`config.mk`:
```
export PLATFORM = sky130hd
export DESIGN_NAME = sdio_frame_rx_flat
export DESIGN_NICKNAME = d
export VERILOG_FILES = /design/src/rtl/sdio_frame_rx_if.sv /design/src/rtl/sdio_frame_rx.sv /design/src/flat_wrapper.sv
export SDC_FILE = /design/constraint.sdc
export NUM_CORES = 1
export LEC_CHECK = 0
export BUFFER_PORTS_ARGS = -buffer_cell sky130_fd_sc_hd__buf_4
export CAP_MARGIN = 10
export CORE_UTILIZATION = 59
export CTS_CLUSTER_DIAMETER = 100
export DETAILED_ROUTE_END_ITERATION = 7
export PLACE_DENSITY = 0.78
export SYNTH_ARGS = -nofsm -noshare
export SYNTH_HDL_FRONTEND = slang
export SYNTH_SLANG_ARGS = --single-unit
```
`constraint.sdc`:
```
create_clock -name sclk -period 2.22 [get_ports sclk]
set_input_delay 0.333 -clock sclk [delete_from_list [all_inputs] [get_ports sclk]]
set_output_delay 0.333 -clock sclk [all_outputs]
set_load 0.02 [all_outputs]
```
`src/rtl/sdio_frame_rx_if.sv`:
```
// Output stream of the SDIO frame receiver: head-of-FIFO payload, parity flag
// and the valid/ready handshake between the receiver and its consumer.
interface sdio_frame_rx_if #(
    parameter int DATA_W = 8
) ();
    logic [DATA_W-1:0] out_data;
    logic              out_perr;
    logic              out_valid;
    logic              out_ready;

    modport master (
        output out_data,
        output out_perr,
        output out_valid,
        input  out_ready
    );

    modport slave (
        input  out_data,
        input  out_perr,
        input  out_valid,
        output out_ready
    );
endinterface

```
`src/rtl/sdio_frame_rx.sv`:
```
// Serial frame receiver: start bit, MSB-first payload, even parity, stop bit,
// with received frames buffered in a small FIFO behind a valid/ready port.
//
// state      | meaning
// -----------+----------------------------------------------------------
// UNARMED    | after reset or a framing error; waits for a 1 on the line
// IDLE       | line armed; a 0 sample is taken as the start bit
// DATA       | shifting payload bits, bit_cnt counts down to 0
// PARITY     | sampling the parity bit, latching the parity error flag
// STOP       | sampling the stop bit; 1 pushes the frame, 0 flags an error
module sdio_frame_rx #(
    parameter int DATA_W     = 8,
    parameter int FIFO_DEPTH = 4
) (
    input  logic            sclk,
    input  logic            rst,
    input  logic            sdio,
    sdio_frame_rx_if.master out_if,
    output logic            frame_err,
    output logic            overflow,
    output logic            busy
);
    localparam int CNT_W = $clog2(DATA_W);
    localparam int PTR_W = $clog2(FIFO_DEPTH);

    localparam logic [2:0] ST_UNARMED = 3'd0;
    localparam logic [2:0] ST_IDLE    = 3'd1;
    localparam logic [2:0] ST_DATA    = 3'd2;
    localparam logic [2:0] ST_PARITY  = 3'd3;
    localparam logic [2:0] ST_STOP    = 3'd4;

    logic [2:0]        state;
    logic [CNT_W-1:0]  bit_cnt;
    logic [DATA_W-1:0] shift_reg;
    logic              perr_q;

    logic [DATA_W:0]   mem [FIFO_DEPTH];
    logic [PTR_W:0]    wr_ptr;
    logic [PTR_W:0]    rd_ptr;
    logic              fifo_empty;
    logic              fifo_full;
    logic              push;
    logic              pop;
    logic              push_en;

    // Receive FSM
    always_ff @(posedge sclk) begin
        if (rst) begin
            state     <= ST_UNARMED;
            bit_cnt   <= '0;
            shift_reg <= '0;
            perr_q    <= 1'b0;
            frame_err <= 1'b0;
        end else begin
            frame_err <= 1'b0;
            case (state)
                ST_UNARMED: begin
                    if (sdio) state <= ST_IDLE;
                end
                ST_IDLE: begin
                    if (!sdio) begin
                        state   <= ST_DATA;
                        bit_cnt <= CNT_W'(DATA_W - 1);
                    end
                end
                ST_DATA: begin
                    shift_reg <= {shift_reg[DATA_W-2:0], sdio};
                    bit_cnt   <= bit_cnt - 1'b1;
                    if (bit_cnt == '0) state <= ST_PARITY;
                end
                ST_PARITY: begin
                    perr_q <= (^shift_reg) ^ sdio;
                    state  <= ST_STOP;
                end
                ST_STOP: begin
                    if (sdio) begin
                        state <= ST_IDLE;
                    end else begin
                        frame_err <= 1'b1;
                        state     <= ST_UNARMED;
                    end
                end
                default: state <= ST_UNARMED;
            endcase
        end
    end

    assign busy = (state == ST_DATA) || (state == ST_PARITY) || (state == ST_STOP);

    assign fifo_empty = (wr_ptr == rd_ptr);
    assign fifo_full  = (wr_ptr[PTR_W] != rd_ptr[PTR_W]) &&
                        (wr_ptr[PTR_W-1:0] == rd_ptr[PTR_W-1:0]);
    assign push       = (state == ST_STOP) && sdio;
    assign pop        = out_if.out_valid && out_if.out_ready;
    // A pop frees the head slot at the same edge, so a full FIFO still accepts.
    assign push_en    = push && (!fifo_full || pop);

    always_ff @(posedge sclk) begin
        if (rst) begin
            wr_ptr   <= '0;
            rd_ptr   <= '0;
            overflow <= 1'b0;
        end else begin
            if (push_en) wr_ptr <= wr_ptr + 1'b1;
            if (pop) rd_ptr <= rd_ptr + 1'b1;
            if (push && fifo_full && !pop) overflow <= 1'b1;
        end
    end

    always_ff @(posedge sclk) begin
        if (push_en) mem[wr_ptr[PTR_W-1:0]] <= {shift_reg, perr_q};
    end

    // Head is forced to zero while empty so stale entries never show.
    assign out_if.out_valid = !fifo_empty;
    assign {out_if.out_data, out_if.out_perr} =
        fifo_empty ? '0 : mem[rd_ptr[PTR_W-1:0]];
endmodule
```
`src/flat_wrapper.sv`:
```
// flat-port wrapper written by rule: the top's interface ports become plain ports
module sdio_frame_rx_flat 
#(
    parameter int DATA_W     = 8,
    parameter int FIFO_DEPTH = 4
)
  (sclk, rst, sdio, frame_err, overflow, busy, out_if_out_data, out_if_out_perr, out_if_out_valid, out_if_out_ready);
  sdio_frame_rx_if #(.DATA_W(DATA_W)) out_if_i ();
  input  logic sclk;
  input  logic rst;
  input  logic sdio;
  output logic frame_err;
  output logic overflow;
  output logic busy;
  output wire logic [$bits(out_if_i.out_data)-1:0] out_if_out_data;
  output wire logic [$bits(out_if_i.out_perr)-1:0] out_if_out_perr;
  output wire logic [$bits(out_if_i.out_valid)-1:0] out_if_out_valid;
  input wire logic [$bits(out_if_i.out_ready)-1:0] out_if_out_ready;
  assign out_if_out_data = out_if_i.out_data;
  assign out_if_out_perr = out_if_i.out_perr;
  assign out_if_out_valid = out_if_i.out_valid;
  assign out_if_i.out_ready = out_if_out_ready;
  sdio_frame_rx #(.DATA_W(DATA_W), .FIFO_DEPTH(FIFO_DEPTH)) u_core (.sclk(sclk), .rst(rst), .sdio(sdio), .out_if(out_if_i), .frame_err(frame_err), .overflow(overflow), .busy(busy));
endmodule
```
==> results.sh <==
export IMPL_clk_latency_ns=0.33
export IMPL_synth_warnings=0
export IMPL_cts_tree="built"
export IMPL_die_y_um=67.50
export IMPL_die_w_um=67.50
export IMPL_finalSetupViolations=0
export IMPL_ys_seq_area_frac=0.6248
export IMPL_wire_per_inst_um=17.12
export IMPL_antenna_found_initial=0
export IMPL_synthTopCellsByArea="edfxtp_1, dfxtp_1, mux4_2"
export IMPL_maxSlewHeadroom=0.6045
export IMPL_wl_mm=4.433
export IMPL_multi_input_area_um2=919.6
export IMPL_cp_arrival_ns=1.73
export IMPL_synth_top_area_share=0.4271
export IMPL_num_vias=1476
export IMPL_clk_pin_slew_ns=0.06
export IMPL_cts_made_buffers=9
export IMPL_hold_viol_final=0
export IMPL_rsz0062_at_grt="no"
export IMPL_grt_overflow_total=0
export IMPL_n_fill_cell=276
export IMPL_p_sw_frac=0.2044
export IMPL_setup_slack_ns=0.1587
export IMPL_synthCells=178
export IMPL_post_route_drc_count=0
export IMPL_max_cap_violations=0
export IMPL_postLayoutCoreUtil=0.7228
export IMPL_io_buffers=16
export IMPL_end_kind="output port"
export IMPL_final_common_cell="edfxtp_1"
export IMPL_drtIter0Drc=113
export IMPL_required_ns=1.89
export IMPL_num_antenna_cells=0
export IMPL_grt_pass1_wl_mm=6.879
export IMPL_drtAntennaViolNets=0
export IMPL_power_frac_clock=0.418
export IMPL_pwr_share_comb=0.031
export IMPL_power_density_mw_per_mm2=745.6
export IMPL_fmax_mhz=485.1
export IMPL_cts_sinks=61
export IMPL_dieArea_mm2=0.004556
export IMPL_place_congestion=0.7032
export IMPL_core_area_mm2=0.004058
export IMPL_peakVddDrop_uv=438.9
export IMPL_track_usage=0.2250
export IMPL_syn_nets=189
export IMPL_post_dp_hpwl_mm=2.803
export IMPL_avgSynthCellArea_um2=14.22
export IMPL_htreeDepth=3
export IMPL_clock_skew_ns=0.004946
export IMPL_seqPwrFrac=0.551
export IMPL_status="finished clean"
export IMPL_largest_reg_flops=36
export IMPL_fin_crit_ns=2.061
export IMPL_tightest_slew_ns=0.5926
export IMPL_ys_flop_type="edfxtp_1"
export IMPL_start_kind="flip-flop"
export IMPL_path_class="flip-flop to output port"
export IMPL_drv_slew=0
export IMPL_seq_area_mm2=0.001582
export IMPL_pre_cts_ws_ns=-0.06447
export IMPL_final_nets=215
export IMPL_ys_ff_latch=61
export IMPL_area_delta_synth_final_pct=15.87
export IMPL_cp_max_fo=10
export IMPL_first_pass_iters=4
export IMPL_grt_max_degree=25
export IMPL_p_int_w=0.001740
export IMPL_p_switching_w=0.0004469
export IMPL_num_rows=23
export IMPL_p_leak_nw=1.105
export IMPL_initial_core_util=0.6238
export IMPL_hp_class="input pin to flip-flop"
export IMPL_drive_gt1_frac=0.2153
export IMPL_synth_edf_count=36
export IMPL_ios=17
export IMPL_fin_crit_sh=0.9285
export IMPL_grt_pass1_vias=1428
export IMPL_postCtsHoldBufs=0
export IMPL_final_cell_mix="edfxtp_1, dfxtp_1, nor2_1"
export IMPL_cts_root_buf="clkbuf_8"
export IMPL_clock_tree_buffer_depth=2
export IMPL_netlist_area_mm2=0.002531
export IMPL_yosysTopAreaCell="edfxtp_1"
export IMPL_synthDistinctLibCells=33
export IMPL_async_reset_ff_frac=0
export IMPL_viasPerCell=5.699
-- worst paths after layout --
check | from | end | slack, ns | depth (start not counted)
max reg2reg | u_core.wr_ptr[0] | u_core.mem[1][1] | 0.22 | 4
min reg2reg | u_core.bit_cnt[0] | u_core.bit_cnt[0] | 0.47 | 1
min | sdio | u_core.frame_err | 0.20 | 2
max | u_core.wr_ptr[1] | out_if_out_perr | 0.16 | 5
-- repair_timing --
action / in CTS / in global routing
gates resized for setup: 3 / 1
setup endpoints to repair: 10 / 18
pin swaps: 0 / 1
setup buffers: 0 / 1
-- synth_stat cells, drive strengths merged (2+ instances only) --
master	n
edfxtp	36
dfxtp	25
nor2	22
mux2i	9
mux4	9
and2b	8
inv	8
ha	7
xnor2	6
xor2	6
a21oi	5
nand2	5
a211oi	4
clkbuf	4
and2	3
nand3b	3
nand2b	2
nor2b	2
nor3	2
-- power groups by stage --
stage	sequential (W)	clock, W	combinational [W]
floorplan	0.00123	0	0.0000469
global placement	0.00123	0	0.0000639
detailed placement	0.00123	0	0.0000670
CTS	0.00120	0.000925	0.0000679
global route	0.00121	0.000964	0.0000768
finish	0.00120	0.000914	0.0000680
-- through the flow --
stage	hold WS (ns)	cell area [um2]	setup TNS, ns	cells	total power (W)
after floorplan	0.4046	2531	0	178	0.001273
final	0.2016	2933	0	259	0.002187
after detailed placement	0.4673	2715	-0.4429	242	0.001296
after CTS	0.1915	2905	0	258	0.002197
after global placement	0.4491	2715	0	242	0.001291
after global routing	0.2184	2933	0	259	0.002246
-- logic make-up (layout without fill, tap and decap cells) --
group,count (synthesis),count (layout),share of synthesized area
xor+xnor,13,13,0.05339
simple gates,51,51,0.1073
buf+inv,13,44,0.02026
compound gates,15,15,0.04400
flops,61,61,0.6248
mux,18,18,0.1157
fa+ha+maj,7,7,0.03460
-- layout make-up --
| class | instances | share of cell area |
|---|---|---|
| Clock inverter | 3 | 0.01280 |
| Tap cell | 50 | 0.02133 |
| Timing Repair Buffer | 20 | 0.05546 |
| Clock buffer | 13 | 0.04735 |
| Sequential cell | 61 | 0.5393 |
| Multi-Input combinational cell | 104 | 0.3136 |
| Inverter | 8 | 0.01024 |
-- worst max-delay path, cell delays in order (launching register included) --
cell and delay [ns]:
dfxtp_1 0.46, xor2_2 0.37, nor3_4 0.09, buf_12 0.15
and2b_1 0.19, buf_4 0.14
-- routing by layer --
layer / part of all wire / global-route usage / wire, um
met1: 0.43 / 0.2652 / 1907
met2: 0.52 / 0.3700 / 2301
met3: 0.039 / 0.08108 / 175
met4: 0.011 / 0.09309 / 48
met5: 0 / 0 / 0
No activity file was read; power rests on OpenSTA's default activity.
